$ cat config.mk
export PLATFORM = sky130hd
export DESIGN_NAME = calc_fine_latency_mc
export DESIGN_NICKNAME = d
export VERILOG_FILES = /design/src/rtl/calc_fine_latency_pkg.sv /design/src/rtl/calc_fine_latency_mc_udiv_q_seq.sv /design/src/rtl/calc_fine_latency_mc.sv
export SDC_FILE = /design/constraint.sdc
export NUM_CORES = 1
export LEC_CHECK = 0
export CORE_MARGIN = 2
export CORE_UTILIZATION = 60
export CTS_BUF_LIST = sky130_fd_sc_hd__clkbuf_8
export DETAILED_ROUTE_END_ITERATION = 8
export HOLD_SLACK_MARGIN = 0.05
export PLACE_DENSITY = 0.81
export SYNTH_ARGS = -nofsm -noshare
export SYNTH_HDL_FRONTEND = slang
export SYNTH_SLANG_ARGS = --single-unit
$ cat constraint.sdc
create_clock -name CLK -period 8.71 [get_ports CLK]
set_clock_uncertainty 0.1 [all_clocks]
set_input_delay 1.742 -clock CLK [delete_from_list [all_inputs] [get_ports CLK]]
set_output_delay 1.742 -clock CLK [all_outputs]
set_load 0.02 [all_outputs]
$ cat src/rtl/calc_fine_latency_pkg.sv
// calc_fine_latency_pkg: shared state encoding and Q-format defaults for the fine latency calculator
package calc_fine_latency_pkg;
  typedef enum logic [2:0] {IDLE, DIV_M, DIV_S, CALC, DONE} state_e;
  localparam int QI = 16;
  localparam int QF = 8;
  localparam int QW = QI + QF;
  localparam logic [QW-1:0] TAP_7S_Q = 24'h004E00;
endpackage

$ cat src/rtl/calc_fine_latency_mc_udiv_q_seq.sv
// udiv_q_seq: restoring divider, one quotient bit per cycle; done/quo flag the final step combinationally
module udiv_q_seq #(
  parameter int DW = 10,
  parameter int QI = 16,
  parameter int QF = 8
) (
  input  logic             clk,
  input  logic             rst_n,
  input  logic             start,
  input  logic [QI+QF-1:0] num,
  input  logic [DW-1:0]    den,
  output logic             done,
  output logic [QI+QF-1:0] quo
);
  localparam int W = QI + QF;
  localparam int CW = $clog2(W + 1);
  logic [DW-1:0] rem_q, rem_d, den_q, den_d, rem_n;
  logic [W-1:0] quo_q, quo_d;
  logic [CW-1:0] cnt_q, cnt_d;
  logic [DW:0] rem_sh;
  logic ge;
  always_comb begin
    rem_sh = {rem_q, quo_q[W-1]};
    ge = rem_sh >= {1'b0, den_q};
    rem_n = ge ? DW'(rem_sh - {1'b0, den_q}) : rem_sh[DW-1:0];
    quo = {quo_q[W-2:0], ge};
    done = cnt_q == CW'(1);
    rem_d = start ? '0 : cnt_q != '0 ? rem_n : rem_q;
    quo_d = start ? num : cnt_q != '0 ? quo : quo_q;
    den_d = start ? den : den_q;
    cnt_d = start ? CW'(W) : cnt_q != '0 ? cnt_q - 1'b1 : cnt_q;
  end
  always_ff @(posedge clk or negedge rst_n)
    if (!rst_n) begin
      rem_q <= '0;
      quo_q <= '0;
      den_q <= '0;
      cnt_q <= '0;
    end else begin
      rem_q <= rem_d;
      quo_q <= quo_d;
      den_q <= den_d;
      cnt_q <= cnt_d;
    end
endmodule

$ cat src/rtl/calc_fine_latency_mc.sv
// calc_fine_latency_mc: per-channel fine latency in ps from IDELAY calibration counts and serdes latency
module calc_fine_latency_mc
  import calc_fine_latency_pkg::*;
#(
  parameter int kNumCh = 4,
  parameter int kCntBit = 9,
  parameter int kDelayPs = 1024,
  parameter int kAlignDelay = 54,
  parameter int kWidthTap = 5,
  parameter int kWidthSerdes = 4,
  parameter int kHalfPeriodPs = 1024,
  parameter int kWidthOut = 16,
  parameter int kQI = QI,
  parameter int kQF = QF,
  parameter logic [kQI+kQF-1:0] kTap7sQ = TAP_7S_Q
) (
  input  logic                           CLK,
  input  logic                           RSTn,
  input  logic                           start,
  input  logic [kCntBit-1:0]             cnt_master,
  input  logic [kCntBit-1:0]             cnt_slave,
  input  logic [kNumCh*kWidthTap-1:0]    idelay_tap,
  input  logic [kNumCh*kWidthSerdes-1:0] serdes_latency,
  output logic                           busy,
  output logic                           done,
  output logic [kNumCh*kWidthOut-1:0]    result,
  output logic                           result_valid,
  output logic                           err_div,
  output logic                           is_ultrascale
);
  localparam int W = kQI + kQF;
  localparam int DW = kCntBit + 1;
  localparam int CW = kNumCh > 1 ? $clog2(kNumCh) : 1;
  localparam int MW = kWidthTap + W;
  localparam logic [W-1:0] NUM = W'(kDelayPs * (2 ** kQF));
  state_e state_q, state_d;
  logic [kCntBit-1:0] cs_q, cs_d;
  logic [kNumCh*kWidthTap-1:0] tap_q, tap_d;
  logic [kNumCh*kWidthSerdes-1:0] sd_q, sd_d;
  logic [W-1:0] tap_m_q, tap_m_d, tap_sum_q, tap_sum_d;
  logic [CW-1:0] ch_q, ch_d;
  logic [kNumCh*kWidthOut-1:0] result_q, result_d;
  logic bad_m_q, bad_m_d, rv_q, rv_d, err_q, err_d, us_q, us_d;
  logic [DW-1:0] div_m, den;
  logic div_start, div_done;
  logic [W-1:0] quo, tap_s;
  logic [W:0] sum;
  logic [kWidthTap-1:0] tap_c;
  logic signed [kWidthSerdes-1:0] sd_c;
  logic [MW-1:0] mul;
  logic signed [31:0] sd_ps;
  // divisor is two's complement in DW bits; the sign bit flags a negative master offset
  assign div_m = {1'b0, cnt_master} - DW'(kAlignDelay);
  assign div_start = (state_q == IDLE && start && cnt_master != '0) || (state_q == DIV_M && div_done);
  assign den = state_q == IDLE ? div_m : {1'b0, cs_q};
  udiv_q_seq #(.DW(DW), .QI(kQI), .QF(kQF)) u_div (
    .clk(CLK), .rst_n(RSTn), .start(div_start), .num(NUM), .den(den), .done(div_done), .quo(quo)
  );
  always_comb begin
    tap_s = cs_q == '0 ? '0 : quo;
    sum = {1'b0, tap_m_q} + {1'b0, tap_s};
    tap_c = tap_q[ch_q*kWidthTap +: kWidthTap];
    sd_c = sd_q[ch_q*kWidthSerdes +: kWidthSerdes];
    mul = MW'(tap_c) * MW'(tap_sum_q);
    sd_ps = 32'(sd_c) * 32'(kHalfPeriodPs);
    state_d = state_q;
    cs_d = cs_q;
    tap_d = tap_q;
    sd_d = sd_q;
    tap_m_d = tap_m_q;
    tap_sum_d = tap_sum_q;
    ch_d = ch_q;
    result_d = result_q;
    bad_m_d = bad_m_q;
    rv_d = rv_q;
    err_d = err_q;
    us_d = us_q;
    case (state_q)
      IDLE: if (start) begin
        us_d = cnt_master != '0;
        cs_d = cnt_slave;
        tap_d = idelay_tap;
        sd_d = serdes_latency;
        bad_m_d = div_m[DW-1] || div_m == '0;
        tap_sum_d = kTap7sQ;
        ch_d = '0;
        rv_d = 1'b0;
        err_d = 1'b0;
        state_d = cnt_master != '0 ? DIV_M : CALC;
      end
      DIV_M: if (div_done) begin
        tap_m_d = bad_m_q ? '0 : quo;
        err_d = bad_m_q;
        state_d = DIV_S;
      end
      DIV_S: if (div_done) begin
        tap_sum_d = sum[W] ? '1 : sum[W-1:0];
        err_d = err_q || cs_q == '0;
        state_d = CALC;
      end
      CALC: begin
        result_d[ch_q*kWidthOut +: kWidthOut] = kWidthOut'(32'(mul[MW-1:kQF]) + sd_ps);
        ch_d = ch_q + 1'b1;
        rv_d = ch_q == CW'(kNumCh - 1);
        state_d = ch_q == CW'(kNumCh - 1) ? DONE : CALC;
      end
      DONE: state_d = IDLE;
      default: state_d = IDLE;
    endcase
  end
  always_ff @(posedge CLK or negedge RSTn)
    if (!RSTn) begin
      state_q <= IDLE;
      cs_q <= '0;
      tap_q <= '0;
      sd_q <= '0;
      tap_m_q <= '0;
      tap_sum_q <= '0;
      ch_q <= '0;
      result_q <= '0;
      bad_m_q <= 1'b0;
      rv_q <= 1'b0;
      err_q <= 1'b0;
      us_q <= 1'b0;
    end else begin
      state_q <= state_d;
      cs_q <= cs_d;
      tap_q <= tap_d;
      sd_q <= sd_d;
      tap_m_q <= tap_m_d;
      tap_sum_q <= tap_sum_d;
      ch_q <= ch_d;
      result_q <= result_d;
      bad_m_q <= bad_m_d;
      rv_q <= rv_d;
      err_q <= err_d;
      us_q <= us_d;
    end
  assign busy = state_q != IDLE;
  assign done = state_q == DONE;
  assign result = result_q;
  assign result_valid = rv_q;
  assign err_div = err_q;
  assign is_ultrascale = us_q;
endmodule

==> run metrics <==
outcome finished clean; Net Sw Power 537 uW; # rows 55; final slew viol count 0; CTS hold repair buffers 0; I/O pins 126; die height 155 um; fin crit share 83.7%; area grow syn2layout 16.2%; Comb power frac 7.6%; RSZ-0062 raised after global routing false; sum of negative setup slack 0 ns; die area 24000 um2; FILL cells 1701; total number of vias 10784; chip width 155 um; WP depth 26; Int Pwr 1.66 mW; PortBufs 125; worst reg2reg path startpoint ch_q[0]; Worst Path Buf+Inv 2; Seq pwr share 49.2%; Post-Syn Area 13600 um2; Initial Util 60.7%; leakage power 7.99 nW; Clk pwr share 43.2%; top-area cell type share of the netlist area 39.4%; slew margin rel. 28.3%; most common cell after layout, fill and taps aside nand2_1; reg2reg end result[31]; clock buffer depth 3; biggest cell delay along the critical path 0.88 ns; total gr overflow 0; crit path capture type register; post-route ant nets 0; # clock sinks 215; Setup Viol. Count Final 0; Fmax 0.137 GHz; crit path to result[31]; CP Class reg -> reg; Mapped Nets 1678; peak supply drop 123 uV; Synth area leader dfrtp_1; warnings from Yosys 0; worst hold path type reg -> reg; ys async rst share 100%; Final min period 7.29 ns; post-synthesis instance total 1487; clock latency on the worst-skew pair 0.54 ns; Setup crit start kind register; slowest CP cell dfrtp_1; CTS tree built; drt total wl 31.0 mm; Global Route Usage Sum 26.6%; starting DRC count in detailed routing 545; area of the multi-input gates 7640 um2; Crit path max-delay family adder cells; dpl hpwl 22.5 mm; DR vias/cell 5.68; CORE AREA 22500 um2; highest-count cells in the layout ignoring fill and taps nand2_1, dfrtp_1, clkdlybuf4s50_1; Sw Share 24.4%; fin util 70.5%; largest net degree at the start of global routing 79; CTS HTree Levels 2; Max Fanout on Critical Path 20; Final Non-Filler Cells 1900; Nets 1782; Top FF cell, synth dfrtp_1; postcts setup bufs 0; Fin Hold WS 0.377 ns; critical path startpoint ch_q[0]; worst r2r path cells 26; crit path DAT 7.59 ns; register-to-register setup slack 1.42 ns; share of layout cells above drive strength 1 6.13%; final hold viol count 0; WL/cell 16.3 um; TritonCTS buffer count 37; Placed Area 15100 um2; largest cells by area after synthesis dfrtp_1, fa_1, nand2_1; Yosys cell types 58; placed cell count 1837; Seq cells post-synth 215; Req. time, crit path 9.01 ns; number of gates resized after cts 0; synthesized area per cell 9.18 um2; post-route cell area 15900 um2; EDFF count, synth 0; FF+latch area 5380 um2; max-cap viol count 0; wire length of the first global-routing pass 52.6 mm; vias in the first global route 10980; initial antenna violation count 0; # diodes 0; Clock transition at path regs 0.06 ns; clock root buffer clkbuf_8; DRC viols 0; pwr/cell area 138 nW/um2; drt first pass iters 6; Least-Margin Pin Slew 1.06 ns; global placement routability congestion 0.841; post-synthesis sequential area ratio 39.4%
## routing by layer
layer | global-route usage (%) | routed length [um] | up-vias
met2 | 46.5 | 15400 | 263
met4 | 8.16 | 739 | 0
met1 | 34.7 | 13600 | 5255
li1 | - | - | 5204
met3 | 3.47 | 1170 | 62
met5 | 0 | 0 | -
## cells in the mapped netlist, types with 52 or more instances
master / instances
clkbuf_1: 66
fa_1: 61
inv_1: 96
nand2_1: 307
o21ai_0: 80
and2_1: 103
nor2_1: 53
a21oi_1: 98
ha_1: 73
a22o_1: 52
dfrtp_1: 215
## flip-flops by register name (all words and copies together), names as in the netlist, 2 cells and up
register	flops
tap_m_q	24
u_div.cnt_q	5
ch_q	2
sd_q	16
tap_sum_q	24
u_div.rem_q	10
u_div.den_q	10
cs_q	9
u_div.quo_q	24
result	64
tap_q	20
state_q	3
## worst reg2reg max path: cells and delay by family (launching register included)
kind | cells | cell delay [ns]
AOI/OAI and AO/OA | 11 | 2.00
xor gates and xnor gates | 4 | 0.64
buffers and inverters | 2 | 0.10
adders and majority gates | 5 | 2.22
muxes | 1 | 0.78
and+or+nand+nor | 3 | 0.47
DFF | 1 | 0.88
## area by class of cell
cell class              count  area share (%)
multi-input cells        1103            48.2
flip-flops and latches    215            33.9
repair buffers            137            8.48
clock buffers              47            4.08
inverters                  97            2.29
well taps                 285            2.25
clock inverters            16           0.804
## through the flow
step           total power [mW]  setup slack, ns
6_report                   2.20             1.42
2_1_floorplan              1.18             1.91
3_3_place_gp               1.26             1.62
3_5_place_dp               1.27             1.42
5_1_grt                    2.29            0.980
4_1_cts                    2.21             1.39
## worst min-delay path by stage
| stage | startpoint | endpoint | slack (ns) | cells past startpoint |
|---|---|---|---|---|
| floorplan | sd_q[10] | sd_q[10] | 0.34 | 2 |
| global placement | sd_q[8] | sd_q[8] | 0.35 | 2 |
| detailed placement | sd_q[10] | sd_q[10] | 0.36 | 2 |
| CTS | sd_q[10] | sd_q[10] | 0.38 | 2 |
| global route | sd_q[8] | sd_q[8] | 0.39 | 2 |
| finish | tap_q[10] | tap_q[10] | 0.38 | 2 |
## power by group through the flow
stage                     clock network [mW]  registers, mW  logic [mW]
after floorplan                            0           1.08      0.0982
after global placement                     0           1.10       0.164
after detailed placement                   0           1.10       0.167
after CTS                              0.965           1.08       0.168
after global routing                    1.01           1.09       0.189
final                                  0.948           1.08       0.167
## cells by family after synthesis
kind of cell    share of synthesized area (%)
simple gates                             19.6
flops                                    39.4
mux                                      1.81
compound gates                           15.2
xor+xnor                                 3.65
buf+inv                                  4.75
fa+ha+maj                                15.6
(Power assumes the default switching activity.)
